## config.mk

```make
export PLATFORM = sky130hd
export DESIGN_NAME = csr_uart_tx
export DESIGN_NICKNAME = d
export VERILOG_FILES = /design/src/rtl/csr_uart_tx.sv
export SDC_FILE = /design/constraint.sdc
export NUM_CORES = 1
export LEC_CHECK = 0
export BUFFER_PORTS_ARGS = -buffer_cell sky130_fd_sc_hd__buf_4
export CAP_MARGIN = 20
export CORE_MARGIN = 2
export CORE_UTILIZATION = 40
export CTS_BUF_LIST = sky130_fd_sc_hd__clkbuf_8
export DETAILED_ROUTE_END_ITERATION = 8
export PLACE_DENSITY = 0.63
export SETUP_SLACK_MARGIN = 0.5
export SYNTH_ARGS = -nofsm -noshare
export SYNTH_HDL_FRONTEND = slang
export SYNTH_SLANG_ARGS = --single-unit
```

## constraint.sdc

```tcl
create_clock -name clk -period 1.9 [get_ports clk]
set_clock_uncertainty 0.05 [all_clocks]
set_input_delay 0.285 -clock clk [delete_from_list [all_inputs] [get_ports clk]]
set_output_delay 0.285 -clock clk [all_outputs]
set_load 0.02 [all_outputs]
```

## src/rtl/csr_uart_tx.sv

```systemverilog
// csr_uart_tx: CSR-mapped 8N1 UART transmitter.
// A write to CSR_ADDR queues wdata[7:0]; a read returns {busy, overflow, full}.
// Build option: define UART_TX_FIFO_EN for a 2**DEPTH_LOG2-entry FIFO;
// without it a single holding register buffers one byte.
module csr_uart_tx #(
  parameter logic [11:0] CSR_ADDR   = 12'hbc0,
  parameter int unsigned BAUD_DIV   = 434,
  parameter int unsigned DEPTH_LOG2 = 3
) (
  input  logic        clk,
  input  logic        rstn,
  input  logic        read,
  input  logic [2:0]  modify,
  input  logic [31:0] wdata,
  input  logic [11:0] addr,
  output logic [31:0] rdata,
  output logic        valid,
  output logic        tx
);

  typedef enum logic [1:0] {IDLE, START, DATA, STOP} state_t;

  localparam logic [15:0] BAUD_LAST = 16'(BAUD_DIV - 1);

  state_t      state_q, state_d;
  logic [15:0] baud_q, baud_d;
  logic [2:0]  bit_q, bit_d;
  logic [7:0]  shift_q, shift_d;
  logic        tx_q, tx_d;
  logic        ovf_q, ovf_d;
  logic        valid_q;
  logic [31:0] rdata_q;

  logic       rd_hit, wr_hit, push, drop, pop;
  logic       fifo_full, fifo_empty;
  logic [7:0] fifo_head;
  logic       baud_end;

  // Upper write-data bits carry no meaning for this register.
  logic unused_wdata;
  assign unused_wdata = ^wdata[31:8];

  assign rd_hit = read && (addr == CSR_ADDR);
  assign wr_hit = (modify == 3'd1) && (addr == CSR_ADDR);
  // Fullness is the pre-edge value, so a same-cycle pop never makes room.
  assign push   = wr_hit && !fifo_full;
  assign drop   = wr_hit && fifo_full;

`ifdef UART_TX_FIFO_EN
  localparam int unsigned DEPTH = 1 << DEPTH_LOG2;

  logic [7:0]          mem_q [DEPTH];
  logic [DEPTH_LOG2:0] wptr_q, rptr_q;

  assign fifo_empty = (wptr_q == rptr_q);
  assign fifo_full  = (wptr_q[DEPTH_LOG2] != rptr_q[DEPTH_LOG2]) &&
                      (wptr_q[DEPTH_LOG2-1:0] == rptr_q[DEPTH_LOG2-1:0]);
  assign fifo_head  = mem_q[rptr_q[DEPTH_LOG2-1:0]];

  // FIFO pointers; the extra MSB separates full from empty.
  always_ff @(posedge clk) begin
    if (!rstn) begin
      wptr_q <= '0;
      rptr_q <= '0;
    end else begin
      if (push) wptr_q <= wptr_q + 1'b1;
      if (pop)  rptr_q <= rptr_q + 1'b1;
    end
  end

  // FIFO storage, written on accepted pushes.
  always_ff @(posedge clk) begin
    if (push) mem_q[wptr_q[DEPTH_LOG2-1:0]] <= wdata[7:0];
  end
`else
  localparam int unsigned UNUSED_DEPTH_LOG2 = DEPTH_LOG2;

  logic [7:0] hold_q;
  logic       hold_v_q;

  assign fifo_full  = hold_v_q;
  assign fifo_empty = !hold_v_q;
  assign fifo_head  = hold_q;

  // Single-entry holding register; push and pop are mutually exclusive here.
  always_ff @(posedge clk) begin
    if (!rstn) begin
      hold_q   <= '0;
      hold_v_q <= 1'b0;
    end else if (push) begin
      hold_q   <= wdata[7:0];
      hold_v_q <= 1'b1;
    end else if (pop) begin
      hold_v_q <= 1'b0;
    end
  end
`endif

  assign baud_end = (baud_q == BAUD_LAST);

  // Transmit FSM next-state: frame sequencing, baud/bit counting, FIFO pop.
  always_comb begin
    state_d = state_q;
    baud_d  = baud_q;
    bit_d   = bit_q;
    shift_d = shift_q;
    pop     = 1'b0;
    unique case (state_q)
      IDLE: begin
        if (!fifo_empty) begin
          pop     = 1'b1;
          shift_d = fifo_head;
          baud_d  = '0;
          bit_d   = '0;
          state_d = START;
        end
      end
      START: begin
        if (baud_end) begin
          baud_d  = '0;
          state_d = DATA;
        end else begin
          baud_d = baud_q + 16'd1;
        end
      end
      DATA: begin
        if (baud_end) begin
          baud_d  = '0;
          shift_d = {1'b0, shift_q[7:1]};
          if (bit_q == 3'd7) begin
            bit_d   = '0;
            state_d = STOP;
          end else begin
            bit_d = bit_q + 3'd1;
          end
        end else begin
          baud_d = baud_q + 16'd1;
        end
      end
      STOP: begin
        if (baud_end) begin
          baud_d = '0;
          if (!fifo_empty) begin
            pop     = 1'b1;
            shift_d = fifo_head;
            state_d = START;
          end else begin
            state_d = IDLE;
          end
        end else begin
          baud_d = baud_q + 16'd1;
        end
      end
      default: state_d = IDLE;
    endcase
  end

  // Line level follows the registered state one cycle later, which gives the
  // two-edge write-to-start latency while keeping every bit BAUD_DIV wide.
  always_comb begin
    tx_d = 1'b1;
    unique case (state_q)
      START:   tx_d = 1'b0;
      DATA:    tx_d = shift_q[0];
      default: tx_d = 1'b1;
    endcase
  end

  // Sticky overflow: a dropped write wins over the clear-on-read.
  always_comb begin
    ovf_d = ovf_q;
    if (drop)        ovf_d = 1'b1;
    else if (rd_hit) ovf_d = 1'b0;
  end

  // All state registers, including the CSR read response.
  always_ff @(posedge clk) begin
    if (!rstn) begin
      state_q <= IDLE;
      baud_q  <= '0;
      bit_q   <= '0;
      shift_q <= '0;
      tx_q    <= 1'b1;
      ovf_q   <= 1'b0;
      valid_q <= 1'b0;
      rdata_q <= '0;
    end else begin
      state_q <= state_d;
      baud_q  <= baud_d;
      bit_q   <= bit_d;
      shift_q <= shift_d;
      tx_q    <= tx_d;
      ovf_q   <= ovf_d;
      valid_q <= rd_hit;
      rdata_q <= rd_hit ? {29'd0, (state_q != IDLE), ovf_q, fifo_full} : '0;
    end
  end

  assign tx    = tx_q;
  assign valid = valid_q;
  assign rdata = rdata_q;

endmodule

```

==> metrics <==
status finished clean; maximum clock insertion buffer count 2; minimum clock period roughly 1.7 ns; Crit. End Element flop; Critical R2R Launch baud_q[1]; count of flip-flops with a built-in enable after synthesis 0; count of warnings emitted by yosys 0; initial antenna violation count 0; area added between synthesis and finish 23.8%; power per standard cell area 669 nW/um^2; maximum number of pins on one net before global-route repair 48; clock sinks 44; metal1 wirelength 2570 um; global route overflow 0; asr flop ratio synth 0%; I/O Buffers 30; Floorplan Core Area 6420 um^2; required time of the worst setup path 2.09 ns; Setup crit start kind flop; static power due to leakage 1.34 nW; multi-input logic area roughly 1700 um^2; worst skew pair latency slightly above 0.3 ns; core occupancy in the finished layout 51.7%; placed wire-length estimate after detailed placement about 3800 um; buffer cell driving the clock tree root clkbuf_8; path class of the lowest-slack min-delay path in -> reg; hold-fix buffers at CTS 0; area of the mapped netlist 2690 um^2; flip-flop and latch count after synthesis 44; Mapped Avg Cell Area 8.92 um^2; post-detailed-route wirelength per cell around 13 um; mean number of vias per cell 5.42; total die area between 7000 and 8000 um^2; Worst R2R End baud_q[11]; total detailed-routing wirelength 5650 um; overall power after layout approximately 0.0022 W; max-cap viol count 0; FF/Latch Area 907 um^2; overall routing resource usage 15.5%; critical setup path kind reg -> reg; final antenna-violating net count 0; vias in the first global route 1962; count of routing violations after the opening detailed-route iteration 105; share of cells above drive strength 1 36.9%; fill cell count 568; max-slew violations 0; total clock buffers created by CTS 5; GPL Wtd Cong 0.770; Data arrival, critical path 1.89 ns; Top-Level Pins 84; WHS Path Cells 3; total length of routed met3 wires 251 um; unrepaired setup endpoints after global routing true; first-pass GRT wire length approximately 9300 um; level count of the clock H-tree 2; top metal layer carrying routed signals met4; die extent in x 85.9 um; unique cell type count in the Yosys netlist 60; maximum fanout encountered on the critical timing path 6; Main synth FF type dfxtp_1; Worst Hold Path EP fifo_head[7]; fmax a little under 600 MHz; Register-to-Register Setup Slack 0.20 ns; FP Rows 29; count of cells along the worst register-to-register path 7; Post-route DRC 0; die outline height about 86 um; Final Hold Vio Count 0; number of nets in the final layout 405; worst voltage drop across the vdd grid 0.000406 V; Ant. Diodes 0; met2 routed WL 2730 um; final cycle utilization of the critical path 89.6%; accumulated negative setup slack 0 ns; via total after detailed routing 2297; effective utilization at floorplan between 40% and 50%; total setup violations reported at the end of the flow 0; min-delay src wdata[7]; 1st-pass router iterations 4; TritonCTS clock tree done; gate count after technology mapping 301; CTS clock-pin slew for the worst setup and hold paths 0.09 ns; portion of the post-synthesis area used by sequential elements 32.8%
==> worst max path at each step <==
stage / startpoint / to / slack, ns / depth (start not counted)
global route: baud_q[1] / baud_q[15] / 0.15 / 7
CTS: baud_q[1] / baud_q[2] / 0.27 / 7
global placement: baud_q[6] / baud_q[11] / 0.18 / 5
floorplan: state_q[0] / baud_q[11] / 0.37 / 8
detailed placement: baud_q[6] / baud_q[11] / 0.14 / 5
finish: baud_q[1] / baud_q[11] / 0.20 / 7
==> synth_stat cells (all sizes together), types with 7 or more instances <==
master / instances / share of area (%)
a31oi: 17 / 4.0
a21boi: 11 / 3.1
clkbuf: 9 / 1.4
inv: 8 / 1.1
mux2: 7 / 2.9
buf: 37 / 11
mux2i: 11 / 4.1
ha: 9 / 4.2
nand3: 19 / 3.5
dfxtp: 44 / 33
and3: 7 / 1.7
nand2: 41 / 5.7
nand4: 12 / 3.0
==> registers in the layout, summed over array words and instances (netlist names), 2 cells and up <==
signal and cells:
bit_q 3, fifo_head 8, state_q 2, baud_q 16, shift_q 8, rdata 3
==> worst max-delay path, stage by stage (launching register included) <==
cell and delay (ns):
dfxtp_2 0.34, inv_2 0.05, ha_4 0.15, and4b_4 0.20, a41oi_4 0.35, buf_2 0.25
a31oi_1 0.10, mux2i_1 0.15
==> kinds of logic (layout without fill, tap and decap cells) <==
| kind of cell | Yosys count | after routing | share of synthesized area, % |
|---|---|---|---|
| DFF | 44 | 44 | 32.8 |
| AOI/OAI and AO/OA | 55 | 55 | 15.9 |
| muxes | 18 | 18 | 7.04 |
| xor gates and xnor gates | 1 | 1 | 0.326 |
| adders and majority gates | 9 | 9 | 4.19 |
| and+or+nand+nor | 119 | 119 | 26.5 |
| buffers and inverters | 54 | 72 | 13.1 |
| other | 1 | 29 | 0.140 |
==> power breakdown <==
part / switching [W] / internal [W]
logic: 0.000309 / 0.000231
registers: 0.0000209 / 0.000939
clock network: 0.000336 / 0.000389
==> through the flow <==
step / setup WS, ns / std cells / hold slack, ns / area, um^2
finish: 0.197 / 424 / 0.171 / 3320
global route: 0.149 / 424 / 0.159 / 3320
CTS: 0.267 / 418 / 0.183 / 3170
detailed placement: 0.141 / 399 / 0.390 / 2890
global placement: 0.179 / 399 / 0.390 / 2890
floorplan: 0.372 / 329 / 0.378 / 2840
==> layer usage <==
metal | global-route usage [%] | up-vias
met4 | 6.06 | 0
met5 | 0 | -
met1 | 20.7 | 1096
met3 | 3.56 | 11
li1 | - | 1133
met2 | 24.2 | 57
==> cell type report <==
type,instances,area share (%)
multi-input combinational,231,51.9
inverter,8,0.904
timing repair buffer,56,13.6
clock buffer,5,2.07
clock inverter,3,1.28
sequential,44,27.3
tap,77,2.90
==> cells in the final DEF (no fill, tap or decap), types with 4 or more instances in the layout <==
cell and n:
a21boi_1 9, dfxtp_2 12, buf_4 48, inv_1 4, buf_6 6, mux2i_1 11, dfxtp_1 29, nand3_1 14
nand3b_1 5, conb_1 29, and2_1 5, nand4_1 11, nand2_1 38, o21ai_0 4, mux2_2 7, inv_2 4
and4_1 4, ha_1 6, nand3_2 5, and3_1 5, a31oi_1 17, clkbuf_8 5
==> timing repair <==
item                       4_1_cts  5_1_grt
setup buffers                   11        4
cloned                           0        2
pin swaps                       11       24
resized for setup               22       26
setup endpoints to repair       31       38
No activity file was read; power rests on OpenSTA's default activity.
